<file path="src/rtl/hex_cmd_collector.sv">
// hex_cmd_collector: gathers CHAR_NUM ASCII hex digits into a '0'-padded field with valid/ready and error reporting; HEX_LOWERCASE_EN accepts 'a'-'f'.
module hex_cmd_collector #(
    parameter int CHAR_NUM    = 2,
    parameter int TIMEOUT_CYC = 1000000
) (
    input  logic                  CLK,
    input  logic                  RST,
    input  logic [7:0]            iRX_DATA,
    input  logic                  iRX_VALID,
    output logic [CHAR_NUM*8-1:0] oASCII,
    output logic                  oVALID,
    input  logic                  iREADY,
    output logic                  oERR,
    output logic [1:0]            oERR_CODE,
    output logic                  oBUSY
);
    localparam int W  = CHAR_NUM * 8;
    localparam int CW = $clog2(CHAR_NUM + 1);
    localparam int TW = (TIMEOUT_CYC > 0) ? $clog2(TIMEOUT_CYC + 1) : 1;
    localparam logic [CW-1:0] CNT_FULL = CW'(CHAR_NUM);
    localparam logic [TW-1:0] TMO_LIM  = TW'(TIMEOUT_CYC);
    localparam logic [1:0] S_IDLE    = 2'd0;
    localparam logic [1:0] S_COLLECT = 2'd1;
    localparam logic [1:0] S_HOLD    = 2'd2;
    localparam logic [1:0] S_DISCARD = 2'd3;

    logic [1:0]    state_q, state_d;
    logic [CW-1:0] cnt_q, cnt_d;
    logic [TW-1:0] tmo_q, tmo_d;
    logic [W-1:0]  ascii_q, ascii_d;
    logic          valid_q, valid_d;
    logic          err_q, err_d;
    logic [1:0]    err_code_q, err_code_d;
    logic          busy_q, busy_d;
    logic          is_digit, is_upper, is_lower, is_hex, is_term;
    logic [7:0]    ch;
    logic [W-1:0]  base, shifted;

    always_comb begin
        is_digit = (iRX_DATA >= 8'h30) && (iRX_DATA <= 8'h39);
        is_upper = (iRX_DATA >= 8'h41) && (iRX_DATA <= 8'h46);
`ifdef HEX_LOWERCASE_EN
        is_lower = (iRX_DATA >= 8'h61) && (iRX_DATA <= 8'h66);
`else
        is_lower = 1'b0;
`endif
        is_hex   = is_digit || is_upper || is_lower;
        is_term  = (iRX_DATA == 8'h0D) || (iRX_DATA == 8'h0A);
        ch       = is_lower ? iRX_DATA - 8'h20 : iRX_DATA;
        // Starting from all-'0' makes left padding fall out of the shift.
        base     = (state_q == S_IDLE) ? {CHAR_NUM{8'h30}} : ascii_q;
        shifted  = W'({base, 8'h00}) | W'(ch);
    end

    always_comb begin
        state_d    = state_q;
        cnt_d      = cnt_q;
        tmo_d      = '0;
        ascii_d    = ascii_q;
        valid_d    = valid_q;
        err_d      = 1'b0;
        err_code_d = err_code_q;
        case (state_q)
            S_IDLE: begin
                if (iRX_VALID && is_hex) begin
                    ascii_d = shifted;
                    cnt_d   = CW'(1);
                    state_d = S_COLLECT;
                end else if (iRX_VALID && !is_term) begin
                    err_d      = 1'b1;
                    err_code_d = 2'd1;
                    state_d    = S_DISCARD;
                end
            end
            S_COLLECT: begin
                if (iRX_VALID) begin
                    if (is_hex && cnt_q != CNT_FULL) begin
                        ascii_d = shifted;
                        cnt_d   = cnt_q + 1'b1;
                    end else if (is_term) begin
                        valid_d = 1'b1;
                        state_d = S_HOLD;
                    end else begin
                        err_d      = 1'b1;
                        err_code_d = is_hex ? 2'd2 : 2'd1;
                        state_d    = S_DISCARD;
                    end
                end else if (TIMEOUT_CYC != 0 && tmo_q == TMO_LIM) begin
                    err_d      = 1'b1;
                    err_code_d = 2'd3;
                    state_d    = S_IDLE;
                end else begin
                    tmo_d = (TIMEOUT_CYC != 0) ? tmo_q + 1'b1 : '0;
                end
            end
            S_HOLD: begin
                if (iRX_VALID) begin
                    err_d      = 1'b1;
                    err_code_d = 2'd0;
                end
                if (iREADY) begin
                    valid_d = 1'b0;
                    state_d = S_IDLE;
                end
            end
            default: begin
                if (iRX_VALID && is_term) state_d = S_IDLE;
            end
        endcase
        busy_d = (state_d != S_IDLE);
    end

    always_ff @(posedge CLK) begin
        if (RST) begin
            state_q    <= S_IDLE;
            cnt_q      <= '0;
            tmo_q      <= '0;
            ascii_q    <= {CHAR_NUM{8'h30}};
            valid_q    <= 1'b0;
            err_q      <= 1'b0;
            err_code_q <= 2'd0;
            busy_q     <= 1'b0;
        end else begin
            state_q    <= state_d;
            cnt_q      <= cnt_d;
            tmo_q      <= tmo_d;
            ascii_q    <= ascii_d;
            valid_q    <= valid_d;
            err_q      <= err_d;
            err_code_q <= err_code_d;
            busy_q     <= busy_d;
        end
    end

    assign oASCII    = ascii_q;
    assign oVALID    = valid_q;
    assign oERR      = err_q;
    assign oERR_CODE = err_code_q;
    assign oBUSY     = busy_q;
endmodule

</file>
<file path="config.mk">
export PLATFORM = sky130hd
export DESIGN_NAME = hex_cmd_collector
export DESIGN_NICKNAME = d
export VERILOG_FILES = /design/src/rtl/hex_cmd_collector.sv
export SDC_FILE = /design/constraint.sdc
export NUM_CORES = 1
export LEC_CHECK = 0
export ABC_AREA = 1
export ABC_CLOCK_PERIOD_IN_PS = 3300
export CORE_AREA = 2 2 66 68
export DETAILED_ROUTE_END_ITERATION = 8
export DIE_AREA = 0 0 68 70
export GPL_TIMING_DRIVEN = 0
export MAX_ROUTING_LAYER = met4
export PLACE_DENSITY = 0.88
export SYNTH_ARGS = -nofsm -noshare
export SYNTH_HDL_FRONTEND = slang
export SYNTH_SLANG_ARGS = --single-unit
</file>
<file path="constraint.sdc">
create_clock -name CLK -period 3.3 [get_ports CLK]
set_input_delay 0.825 -clock CLK [delete_from_list [all_inputs] [get_ports CLK]]
set_output_delay 0.825 -clock CLK [all_outputs]
set_load 0.02 [all_outputs]
</file>
==> flow_summary.yaml, run 1 <==
timing:
  finalCriticalPeriod_ps: 2390
  setup_viol: 0
  finalMaxSlewViolations: 0
  fin_skew_ps: 7.74
  fmax_ghz: 0.418
  fin_crit_sh: 0.724
  finalHoldViolations: 0
  rsz0062_at_grt: "no"
  slew_headroom: 0.677
  tightest_slew_ps: 484
  setup_tns_ps: 0
setup_path:
  crit_arrival_ps: 2570
  critPathKind: "primary input to flip-flop"
  cp-start-kind: "primary input"
  crit_fanout: 10
  cp-end-kind: "flip-flop"
  crit_required_ps: 3480
  worst_r2r_path_depth: 11
  reg2reg_slack_ps: 1440
yosys:
  postSynthCellCount: 348
  synth_fa_ha_area_frac: 0.0164
  synth_mux_area_frac: 0
  synth_xor_area_frac: 0.0345
  synth_compound_area_frac: 0.0515
  synth_warnings: 0
  ys_seq_area_frac: 0.395
  syn_nets: 363
  synth_simple_gate_area_share: 0.393
  syn_area_mm2: 0.00228
  synth_top_family_by_area: "simple AND/OR/NAND/NOR gates"
  ys_seq_elements: 45
  synth.distinct_cells: 26
  syn_area_per_cell_um2: 6.56
power_and_ir_drop:
  power_mw: 1.49
  ir_drop_uv: 232
  p_per_area_mw_per_mm2: 548
  seqPwrFrac: 0.436
  p_leak_nw: 1.19
  switchingPower_mw: 0.514
  swShare: 0.344
  combPwrFrac: 0.349
  power_frac_clock: 0.215
  p_int_mw: 0.980
global_route:
  grt_pass1_vias: 1933
  overflow: 0
  track_usage: 0.221
  antenna_found_initial: 0
  grt_max_degree: 13
  grt_pass1_wl_um: 7940
clock_network:
  clock-sinks: 45
  cts-resized-gates: 0
  cts_buffer_depth: 2
  post_cts_buffers: 0
  cts_hold_buf: 0
  root_buffer: "clkbuf_8"
  cts.clk_slew.worst_paths_ps: 70
  cts_buffers: 5
  clkLatencyLatePin_ps: 290
  htree_levels: 2
  tritoncts: "done"
finish:
  final_cells: 438
  layout_commonest_cell: "nand2_1"
  fin_nets: 400
  final_cell_mix: "87 x nand2_1, 71 x nor2_1, 53 x inv_1, 45 x dfxtp_1, 30 x clkdlybuf4s50_1"
  area_growth_pct: 19.5
  fill_cells: 369
  post_route_cells_drive_above_1_share: 0.0648
  diodes: 0
  utilization: 0.659
  multi_input_area_mm2: 0.00113
  ff_latch_area_um2: 901
  design_area_mm2: 0.00273
placement:
  gp_congestion: 0.899
  dp_hpwl_um: 3540
  dpl_cell_area_mm2: 0.00265
  numPortBuffers: 30
  dp.cells: 430
floorplanning:
  die-area_mm2: 0.00476
  num_rows: 24
  core_mm2: 0.00414
  start_util: 0.551
  die_w_um: 68
  io_pins: 33
  die_h_um: 70
detailed_routing:
  vias: 2128
  via_per_inst: 4.86
  drc: 0
  antenna_left: 0
  wl_per_cell_um: 10.4
  dr.pass1.iters: 4
  dr.first_iter.drc_count: 101
  wirelength_um: 4550
hold_path:
  min_path_type: "flip-flop to flip-flop"
  worstHoldPathCells: 1
flow_run:
  max_cap_violations: 0
run_status:
  status: "finished, final reports clean"
[cell families (layout without fill, tap and decap cells)]
family                   count (synthesis)  after routing
AO/OA/AOI/OAI                           22             22
buffers and inverters                   62            100
XOR/XNOR                                 9              9
adder cells (fa/ha/maj)                  3              3
AND/OR/NAND/NOR                        207            207
flip-flops                              45             45
[worst paths after layout]
check / start / endpoint
min reg2reg: tmo_q[0]$_SDFF_PP0_ / tmo_q[0]$_SDFF_PP0_
max: iRX_DATA[1] / oASCII[12]$_SDFFE_PP1P_
min: tmo_q[0]$_SDFF_PP0_ / tmo_q[0]$_SDFF_PP0_
max reg2reg: tmo_q[1]$_SDFF_PP0_ / tmo_q[18]$_SDFF_PP0_
[per-stage QoR]
step	hold slack [ps]	setup slack, ps
finish	449	910
global route	469	756
CTS	453	946
detailed placement	436	638
global placement	428	651
floorplan	417	1300
[power by group through the flow]
| stage | Sequential, mW | Clock (mW) | Combinational, mW |
|---|---|---|---|
| after global placement | 0.663 | 0 | 0.509 |
| final | 0.651 | 0.321 | 0.522 |
| after floorplan | 0.735 | 0 | 0.261 |
| after detailed placement | 0.665 | 0 | 0.520 |
| after global routing | 0.662 | 0.357 | 0.586 |
| after CTS | 0.652 | 0.335 | 0.523 |
[sequential cells by signal, indices dropped and copies added (netlist names)]
signal and flops:
oVALID 1, cnt_q 2, oERR 1, tmo_q 20, oASCII 16, state_q 2
oBUSY 1, oERR_CODE 2
[synthesized netlist by cell type, drive strengths merged]
cell    count  area share
nor3        5       0.011
nand3b      1      0.0033
nor3b       3       0.012
or2         3      0.0082
clkbuf      6       0.010
nand2      91        0.16
nand4       9       0.027
ha          3       0.016
dfxtp      45        0.39
buf         3       0.012
xnor2       3       0.012
a21oi      12       0.030
nand3      21       0.050
inv        53       0.087
nor2       74        0.12
xor2        6       0.023
o21ai      10       0.022
[metal layers]
layer	vias to the layer above	global-route usage	routed length, µm
li1	1135	-	-
met1	953	0.257	1990
met2	31	0.355	2300
met3	9	0.0435	150
met4	0	0.109	101
met5	-	-	0
[cell type report]
class	count	area share
multi-input cells	241	0.415
well taps	52	0.0238
plain buffers	9	0.0188
clock buffers	8	0.0293
inverters	53	0.0729
flip-flops and latches	45	0.330
repair buffers	30	0.110
[worst max-delay path: stages]
cell and delay, ps:
clkdlybuf4s50_1 480, o21ai_0 300, nand2_1 120, nand2_2 110, nand2_1 90, nand2_2 110, nand3_2 80, buf_6 150
buf_6 140, a21oi_2 110, nand2_1 60
Note: power is estimated with default switching activity, not from simulation.
==> run 2: changes to the inputs <==
ABC_CLOCK_PERIOD_IN_PS = 2080   (was 3300)
CORE_AREA = 2 2 72 74   (was 2 2 66 68)
DIE_AREA = 0 0 74 76   (was 0 0 68 70)
PLACE_DENSITY = 0.79   (was 0.88)
clock period = 2.08 ns   (was 3.3 ns; I/O delays follow)
==> run 2 against run 1 <==
  * Final area is 3.5% higher
  * Worst hold slack better by 4.0 ps
  * Clock power is 68% higher
==> flow_summary.yaml, run 2 (synthesis results as in run 1) <==
run_status:
  status: "finished, final reports clean"
clock_network:
  root_buffer: "clkbuf_8"
  cts_hold_buf: 0
  cts_buffers: 5
  cts.clk_slew.worst_paths_ps: 70
  clkLatencyLatePin_ps: 300
  tritoncts: "done"
  clock-sinks: 45
  cts_buffer_depth: 2
  htree_levels: 2
timing:
  finalCriticalPeriod_ps: 1990
  tightest_slew_ps: 492
  holdWs_ps: 453
  finalMaxSlewViolations: 0
  finalHoldViolations: 0
  fin_crit_sh: 0.956
  fin_skew_ps: 6.75
  layout_setup_ws_ps: 92.0
  setup_viol: 0
  fmax_ghz: 0.503
  slew_headroom: 0.672
floorplanning:
  die-area_mm2: 0.00562
  start_util: 0.465
  io_pins: 33
  num_rows: 26
  die_h_um: 76
  die_w_um: 74
  core_mm2: 0.00491
setup_path:
  crit_required_ps: 2260
  cp-end-kind: "flip-flop"
  crit_fanout: 10
  critPathKind: "primary input to flip-flop"
  crit_arrival_ps: 2170
  cp-start-kind: "primary input"
power_and_ir_drop:
  combPwrFrac: 0.352
  power_frac_clock: 0.222
  ir_drop_uv: 395
  power_mw: 2.43
  p_per_area_mw_per_mm2: 859
  p_int_mw: 1.60
  seqPwrFrac: 0.426
  swShare: 0.341
  p_leak_nw: 1.27
  switchingPower_mw: 0.828
placement:
  numPortBuffers: 30
  dp_hpwl_um: 3470
  gp_congestion: 0.882
  dpl_cell_area_mm2: 0.00267
  place_ws_ps: -273
finish:
  fin_nets: 404
  utilization: 0.575
  largest_register_ffs: 20
  area_growth_pct: 23.7
  design_area_mm2: 0.00283
  final_cell_mix: "86 x nand2_1, 67 x nor2_1, 53 x inv_1, 45 x dfxtp_1, 24 x clkdlybuf4s50_1"
  diodes: 0
  post_route_cells_drive_above_1_share: 0.0900
  layout_commonest_cell: "nand2_1"
  largest_register: "tmo_q"
global_route:
  use_met3: 0.0397
  use_met2: 0.286
  overflow: 0
  grt_pass1_wl_um: 7710
  grt_pass1_vias: 1833
  antenna_found_initial: 0
  track_usage: 0.174
  top_usage_layer: "met2"
  globalRouteMet1Util: 0.213
  grt_max_degree: 13
flow_run:
  max_cap_violations: 0
detailed_routing:
  wirelength_um: 4660
  antenna_left: 0
  wl_per_cell_um: 10.1
  dr.pass1.iters: 5
  drc: 0
  vias: 2143
  dr.first_iter.drc_count: 159
  via_per_inst: 4.67
hold_path:
  min_path_type: "flip-flop to flip-flop"
## run 2: cell count changes in the layout (fill, tap and decap cells not counted), sizes merged
cell | before | now
clkdlybuf4s50 | 30 | 24
dlymetal6s2s | 0 | 6
buf | 3 | 7
clkbuf | 14 | 13
## run 2: metrics by stage
| step | TNS [ps] | std cells |
|---|---|---|
| floorplan | 0 | 348 |
| global placement | -3500 | 448 |
| detailed placement | -4040 | 448 |
| CTS | 0 | 455 |
| global route | -16.0 | 459 |
| finish | 0 | 459 |
## run 2: power groups by stage
stage / Clock (mW) / Sequential (mW) / Combinational (mW)
after floorplan: 0 / 1.17 / 0.415
after global placement: 0 / 1.05 / 0.811
after detailed placement: 0 / 1.06 / 0.823
after CTS: 0.553 / 1.04 / 0.827
after global routing: 0.591 / 1.05 / 0.950
final: 0.540 / 1.03 / 0.854
## run 2: worst paths after layout
kind                            start  slack, ps                      end  cells after the start
hold reg to reg   tmo_q[0]$_SDFF_PP0_        450      tmo_q[0]$_SDFF_PP0_                      1
setup reg to reg  tmo_q[1]$_SDFF_PP0_        280     tmo_q[12]$_SDFF_PP0_                     11
hold / removal    tmo_q[0]$_SDFF_PP0_        450      tmo_q[0]$_SDFF_PP0_                      1
setup / recovery          iRX_DATA[7]         90  oASCII[13]$_SDFFE_PP1P_                     13
## run 2: cell type report
type                    count  area (µm²)
multi-input cells         241        1150
well taps                  70        87.6
clock buffers               7        86.3
repair buffers             34         345
plain buffers               9        51.3
fillers                   456        2090
inverters                  53         199
flip-flops and latches     45         901
## run 2: critical path: stages
cell and delay, ps:
clkdlybuf4s50_1 450, nor2_2 140, nand2_1 70, nor2_2 80
nand2_1 70, nand2_2 120, nand2_4 70, nand2_4 90
nand3_2 90, buf_6 150, buf_6 140, a21oi_2 120
nand2_1 60
## run 2: routing by layer
| metal | up-vias | routed length (µm) |
|---|---|---|
| met5 | - | 0 |
| met4 | 0 | 48 |
| met3 | 5 | 193 |
| met2 | 45 | 2290 |
| met1 | 951 | 2120 |
| li1 | 1142 | - |
## run 2: what timing repair did
action	in CTS	in global routing
setup endpoints to repair	0	16
setup buffers	0	4
endpoints found under the hold margin	0	0
resized for setup	0	14
==> run 3: changes to the inputs <==
RECOVER_POWER = 100   (was unset)
REMOVE_ABC_BUFFERS = 1   (was unset)
SLEW_MARGIN = 40   (was unset)
==> run 3 against run 2 <==
  * Non-clock buffer count shrank 8
  * Register-to-register slack gained 60 ps
  * Critical endpoint is now cnt_q[0]$_SDFFE_PP0P_
  * First-iteration DRC count shrank 21%
  * Largest power group unchanged
==> flow_summary.yaml, run 3 (synthesis results as in run 1) <==
detailed_routing:
  dr.pass1.iters: 4
  wl_per_cell_um: 10.7
  drc: 0
  dr.first_iter.drc_count: 126
  vias: 2156
  wirelength_um: 4880
  via_per_inst: 4.74
  antenna_left: 0
power_and_ir_drop:
  ir_drop_uv: 793
  p_leak_nw: 1.26
  p_per_area_mw_per_mm2: 905
timing:
  slew_headroom: 0.614
  fin_skew_ps: 10.8
  layout_setup_ws_ps: 49.9
  setup_viol: 0
  holdWs_ps: 447
  fmax_ghz: 0.493
  finalHoldViolations: 0
  tightest_slew_ps: 578
  finalMaxSlewViolations: 0
  rsz0062_at_grt: "yes"
  finalCriticalPeriod_ps: 2030
  fin_crit_sh: 0.976
global_route:
  track_usage: 0.179
  grt_max_degree: 21
  overflow: 0
  grt_pass1_vias: 1892
  antenna_found_initial: 0
  grt_pass1_wl_um: 7910
setup_path:
  critPathMaxStageDelay_ps: 630
  cpMaxStageDelayCell: "clkdlybuf4s50_1"
  critPathMostFrequentCell: "nor2_1"
  cp-end-kind: "flip-flop"
  cp-start-kind: "primary input"
  worstPathCellList: "clkdlybuf4s50_1 -> nor2_1 -> nor2_2 -> nand3_2 -> nor2_1 -> nor2_1"
  crit_fanout: 8
  crit_required_ps: 2290
  crit_arrival_ps: 2240
  critPathKind: "primary input to flip-flop"
clock_network:
  cts.clk_slew.worst_paths_ps: 90
  clkLatencyLatePin_ps: 310
  root_buffer: "clkbuf_8"
  clock-sinks: 45
  cts_buffer_depth: 2
  htree_levels: 2
  cts_buffers: 5
  tritoncts: "done"
finish:
  multi_input_area_mm2: 0.00120
  diodes: 0
  final_cell_mix: "87 x nand2_1, 68 x nor2_1, 52 x inv_1, 45 x dfxtp_1, 21 x dlygate4sd3_1"
  layout_commonest_cell: "nand2_1"
  fill_cells: 441
  fin_nets: 399
  largest_register: "tmo_q"
  ff_latch_area_um2: 901
  area_growth_pct: 25.0
  design_area_mm2: 0.00285
  utilization: 0.581
  post_route_cells_drive_above_1_share: 0.0909
  largest_register_ffs: 20
floorplanning:
  die_h_um: 76
  die-area_mm2: 0.00562
  io_pins: 33
  die_w_um: 74
  core_mm2: 0.00491
  num_rows: 26
  start_util: 0.465
placement:
  numPortBuffers: 32
  dpl_cell_area_mm2: 0.00264
  gp_congestion: 0.875
  dp_hpwl_um: 3110
  place_ws_ps: -678
hold_path:
  min_path_type: "flip-flop to flip-flop"
flow_run:
  max_cap_violations: 0
run_status:
  status: "finished, final reports clean"
[run 3: cell type report]
cell class | count | area share
flip-flops and latches | 45 | 0.316
repair buffers | 35 | 0.121
clock buffers | 5 | 0.0241
inverters | 53 | 0.0710
well taps | 70 | 0.0307
multi-input cells | 244 | 0.421
clock inverters | 3 | 0.0162
[run 3: worst paths after layout]
path / start / end / slack [ps] / cells past startpoint
worst min-delay path: tmo_q[0]$_SDFF_PP0_ / tmo_q[0]$_SDFF_PP0_ / 450 / 1
worst max register to register: state_q[1]$_SDFF_PP0_ / cnt_q[0]$_SDFFE_PP0P_ / 340 / 7
worst min register to register: tmo_q[0]$_SDFF_PP0_ / tmo_q[0]$_SDFF_PP0_ / 450 / 1
worst max-delay path: iRX_VALID / cnt_q[0]$_SDFFE_PP0P_ / 50 / 6
[run 3: critical path, delay by kind of cell]
family | cells | cell delay, ps
simple gates | 5 | 1070
buf+inv | 1 | 630
[run 3: report_power, final]
part | switching, mW | total, mW | internal, mW | leakage (nW)
Clock | 0.320 | 0.680 | 0.360 | 0.0543
Combinational | 0.546 | 0.871 | 0.324 | 0.834
Sequential | 0.0580 | 1.03 | 0.973 | 0.367
Total | 0.925 | 2.58 | 1.66 | 1.26
[run 3: what timing repair did]
item | 4_1_cts | 5_1_grt
cloned | 1 | 2
setup endpoints to repair | 38 | 34
gates resized for setup | 3 | 7
hold buffers | 0 | 0
pin swaps | 1 | 2
setup buffers | 0 | 3
[run 3: metrics by stage]
stage          TNS (ps)  power, mW  cells
2_1_floorplan         0       1.54    339
3_3_place_gp     -19770       1.82    441
3_5_place_dp     -21190       1.83    441
4_1_cts               0       2.54    450
5_1_grt            -514       2.75    455
6_report              0       2.58    455
[run 3: layer usage]
metal	GRT usage	up-vias	part of all wire
met5	-	-	0
met4	0.0618	0	0.020
met3	0.0397	10	0.056
met2	0.281	48	0.46
met1	0.226	952	0.46
li1	-	1146	-
==> RTL change 1 (config.mk and constraints of run 2) <==
Build with the macro `HEX_LOWERCASE_EN` defined.
--- a/src/rtl/hex_cmd_collector.sv
+++ b/src/rtl/hex_cmd_collector.sv
@@ -1,2 +1,4 @@
 // hex_cmd_collector: gathers CHAR_NUM ASCII hex digits into a '0'-padded field with valid/ready and error reporting; HEX_LOWERCASE_EN accepts 'a'-'f'.
+`define HEX_LOWERCASE_EN
+
 module hex_cmd_collector #(
Behaviour: not the same (Yosys sat finds a counterexample within 4 cycles, from zero or initial values and one cycle with RST high).
==> RTL change 1 against run 2 <==
Sequential power rose by 5%; sequential cell count did not move; clock skew fell by 0.0040 ns; cell area rose by 5.1%; wire length rose by 13%; synthesized area rose by 9.0%; synthesized cell count rose by 3.7%; register-to-register slack got worse by 0.07 ns; power rose by 14%; worst setup slack improved by 0.057 ns; largest cell class unchanged.
==> RTL change 1: results <==
set metrics [dict create \
    max-vdd-ir-drop_mv 0.631 \
    viasPerCell 4.92 \
    dp.cells 462 \
    cts_made_buffers 5 \
    clk_latency_ns 0.30 \
    antenna_found_initial 0 \
    cp_top_family "buffers and inverters" \
    cp.arrival_ns 2.10 \
    synth_common_cells "nand2_1, nor2_1, dfxtp_1" \
    grt_pass1_wl_um 8990 \
    run_status "finished, final reports clean" \
    synth-warning-count 0 \
    regMostFlops "tmo_q" \
    mostFrequentLayoutCell "nand2_1" \
    critPathMaxStageDelay_ns 0.61 \
    crit_slowest_cell "clkdlybuf4s50_1" \
    htree_levels 2 \
    grt_pass1_vias 2087 \
    largest_reg_flops 20 \
    p_leak_nw 1.22 \
    final_cell_count_no_fill 470 \
    clock_skew_ns 0.00278 \
    nFillCells 477 \
    dr.pass1.iters 4 \
    gp_congestion 0.900 \
    synth_nets 383 \
    avgSynthCellArea_um2 6.90 \
    async_flop_share_pct 0 \
    cts_buffer_depth 2 \
    dpl.hpwl_um 3950 \
    path_clk_slew_ns 0.08 \
    drive_gt1_share_pct 9.00 \
    nets 421 \
    seq_area_frac_synth_pct 36.2 \
    tightest_slew_ns 0.468 \
    critPathMaxFanout 10 \
    post-cts-setup-buffers 0 \
    synth.distinct_cells 36 \
    drt-initial-drc-count 138 \
    cts_resized 8 \
    root_buffer "clkbuf_8" \
    diodes 0 \
    wl_um 5270 \
    hp-class "register to register" \
    io_buffers 31 \
    grtUsageTotal_pct 20.4 \
    grt_max_degree 14 \
    ys_top_cells_by_area "dfxtp_1, nand2_1, nor2_1" \
]
[RTL change 1: changes by cell type after synthesis, sizes merged, moves of 3 or more]
cell   before  now
nor2       74   60
nor3        5   10
inv        53   44
nand3      21   25
nand4       9   12
ha          3   10
o21ai      10   13
a21oi      12   16
a31oi       0    5
[RTL change 1: worst paths after layout]
path                                 start   endpoint  slack, ns  cells past startpoint
worst max-delay path                   RST  tmo_q[18]       0.15                      5
worst min-delay path              tmo_q[0]   tmo_q[0]       0.45                      1
worst max register to register  state_q[1]  tmo_q[18]       0.21                     10
worst min register to register    tmo_q[0]   tmo_q[0]       0.45                      1
[RTL change 1: where the power goes]
group	switching (mW)	total [mW]	internal (mW)
registers	0.0897	1.08	0.988
clock network	0.294	0.527	0.233
logic	0.709	1.16	0.456
[RTL change 1: metrics by stage]
step                      instance area (um^2)  power, mW  utilization [%]  setup TNS, ns  worst slack (ns)
after detailed placement                  2890       2.27             58.8         -15.26            -0.515
after global routing                      2970       2.97             60.4              0            0.0266
final                                     2970       2.77             60.4              0             0.149
after CTS                                 2970       2.80             60.4              0           0.00482
after global placement                    2890       2.25             58.8         -13.82            -0.492
after floorplan                           2490       1.91                -              0             0.311
[RTL change 1: final cells by class]
class                           instances  area [um^2]  share of cell area [%]
Buffer                                  6         32.5                    1.10
Clock buffer                            6         72.6                    2.44
Clock inverter                          2         10.0                   0.337
Inverter                               46          174                    5.86
Multi-Input combinational cell        264         1400                    47.0
Sequential cell                        45          901                    30.3
Tap cell                               70         87.6                    2.95
Timing Repair Buffer                   31          297                    9.99
[RTL change 1: worst reg2reg max path, cell delays in order, from the launching register on]
cell      delay, ns
dfxtp_1        0.41
inv_1          0.10
ha_1           0.18
buf_2          0.18
inv_1          0.13
nor2_1         0.06
nand2_1        0.09
inv_1          0.05
nand2_1        0.06
clkbuf_1       0.38
nor2_1         0.11
[RTL change 1: logic make-up after synthesis]
family,synth area share [%]
flops,36.2
compound gates,9.00
buf+inv,8.24
fa+ha+maj,5.03
simple gates,38.7
xor+xnor,2.81
[RTL change 1: layer usage]
layer	vias up	GRT usage, %	wire, um	part of all wire (%)
li1	1234	-	-	-
met1	1039	24.5	2430	46
met2	32	33.2	2590	49
met3	8	4.63	154	2.9
met4	0	7.27	89	1.7
met5	-	-	0	0
==> RTL change 2 (config.mk and constraints of run 2) <==
Without the edit above. Make the reset (`RST`) asynchronous in one clocked block.
--- a/src/rtl/hex_cmd_collector.sv
+++ b/src/rtl/hex_cmd_collector.sv
@@ -112,3 +112,3 @@
 
-    always_ff @(posedge CLK) begin
+    always_ff @(posedge CLK or posedge RST) begin
         if (RST) begin
Behaviour: differs if RST is asserted again (counterexample within 4 cycles, from zero or initial values and one cycle with RST high); with RST held inactive, the same outputs for 10 cycles.
==> RTL change 2 against run 2 <==
Cell area increased by 5.3%; cell count down 12%; synthesized area grew 7.0%; wire length up 5.8%; sequential cell count stayed put; worst setup slack improved by 0.012 ns; power is 38% higher; sequential power is 22% higher; register-to-register slack better by 0.10 ns; non-clock buffer count shrank 6; critical path type is now register to primary output; largest cell class is now flip-flops and latches.
==> RTL change 2: results <==
set metrics [dict create \
    grt_max_degree 31 \
    hold_depth 2 \
    crit_slowest_cell "clkdlybuf4s50_1" \
    cts_buffer_depth 2 \
    critPathMaxStageDelay_ns 0.60 \
    grt_pass1_wl_um 8610 \
    async_flop_share_pct 100 \
    io_buffers 31 \
    dp.cells 394 \
    nets 346 \
    path_clk_slew_ns 0.09 \
    clock_skew_ns 0.00934 \
    p_leak_nw 1.36 \
    max-vdd-ir-drop_mv 0.762 \
    cp.arrival_ns 1.46 \
    antenna_found_initial 0 \
    cp_top_family "buffers and inverters" \
    hp-class "register to register" \
    place_worst_setup_slack_ns -0.105 \
    synth_common_cells "nand2_1, nor2_1, dfrtp_1" \
    tightest_slew_ns 0.363 \
    wire_per_inst_um 12.3 \
    viasPerCell 4.77 \
    run_status "finished, final reports clean" \
    drt-initial-drc-count 78 \
    synth.distinct_cells 33 \
    critPathMaxFanout 3 \
    dpl.hpwl_um 3570 \
    seq_area_frac_synth_pct 46.3 \
    dr.pass1.iters 4 \
    ys.flop_type "dfrtp_1" \
    synth_nets 307 \
    nFillCells 443 \
    synthCells 292 \
    r2r_cells 8 \
    vias 1919 \
    cts_resized 0 \
    root_buffer "clkbuf_8" \
    p_sw_share_pct 38.4 \
    ys_top_cells_by_area "dfrtp_1, nand2_1, nor2_1" \
    gp_congestion 0.918 \
    grtUsageTotal_pct 20.0 \
    clk_latency_ns 0.30 \
    cts_made_buffers 5 \
    largest_reg_flops 20 \
    drive_gt1_share_pct 16.9 \
]
[RTL change 2: cell families after synthesis]
family | Yosys count | share of synthesized area [%]
simple gates | 163 | 32.8
flops | 45 | 46.3
buf+inv | 42 | 7.48
compound gates | 28 | 7.94
xor+xnor | 11 | 3.94
fa+ha+maj | 3 | 1.54
[RTL change 2: per-layer routing]
layer | global-route usage, % | wire, um | vias up | share of wire (%)
li1 | - | - | 994 | -
met1 | 27.4 | 2350 | 890 | 48
met2 | 30.4 | 2390 | 33 | 48
met3 | 4.10 | 156 | 2 | 3.2
met4 | 5.45 | 29 | 0 | 0.59
met5 | - | 0 | - | 0
[RTL change 2: worst paths after layout]
kind	from	endpoint	slack (ns)
setup / recovery	oASCII[5]	oASCII[5]	0.10
max in group asynchronous	RST	tmo_q[12]	1.10
hold / removal	oASCII[4]	oASCII[4]	0.48
min in group asynchronous	RST	oASCII[0]	0.50
setup reg to reg	tmo_q[0]	tmo_q[12]	0.38
hold reg to reg	oASCII[4]	oASCII[4]	0.48
[RTL change 2: per-stage QoR]
stage	util (%)	setup TNS (ns)	hold WS, ns	cell area, um^2
3_5_place_dp	58.2	-1.10	0.469	2860
4_1_cts	60.6	0	0.483	2980
3_3_place_gp	57.8	-17.43	0.468	2840
2_1_floorplan	-	0	0.455	2440
5_1_grt	60.6	0	0.502	2980
6_report	60.6	0	0.481	2980
[RTL change 2: layout make-up]
cell class | instances | share of cell area [%]
timing repair buffer | 32 | 11.1
sequential | 45 | 38.0
tap | 70 | 2.94
inverter | 37 | 4.67
clock buffer | 5 | 2.31
clock inverter | 3 | 1.56
buffer | 5 | 1.47
multi-input combinational | 205 | 37.9
[RTL change 2: power by group through the flow]
stage / logic, mW / clock network (mW) / registers (mW)
2_1_floorplan: 0.716 / 0 / 1.46
3_3_place_gp: 1.39 / 0 / 1.27
3_5_place_dp: 1.43 / 0 / 1.28
4_1_cts: 1.44 / 0.698 / 1.26
5_1_grt: 1.56 / 0.723 / 1.29
6_report: 1.42 / 0.674 / 1.26
[RTL change 2: tightest hold or removal path: cells and delay by family, from the launching register on]
kind	cells	cell delay, ns
AND/OR/NAND/NOR	1	0.05
AO/OA/AOI/OAI	1	0.05
flip-flops	1	0.38
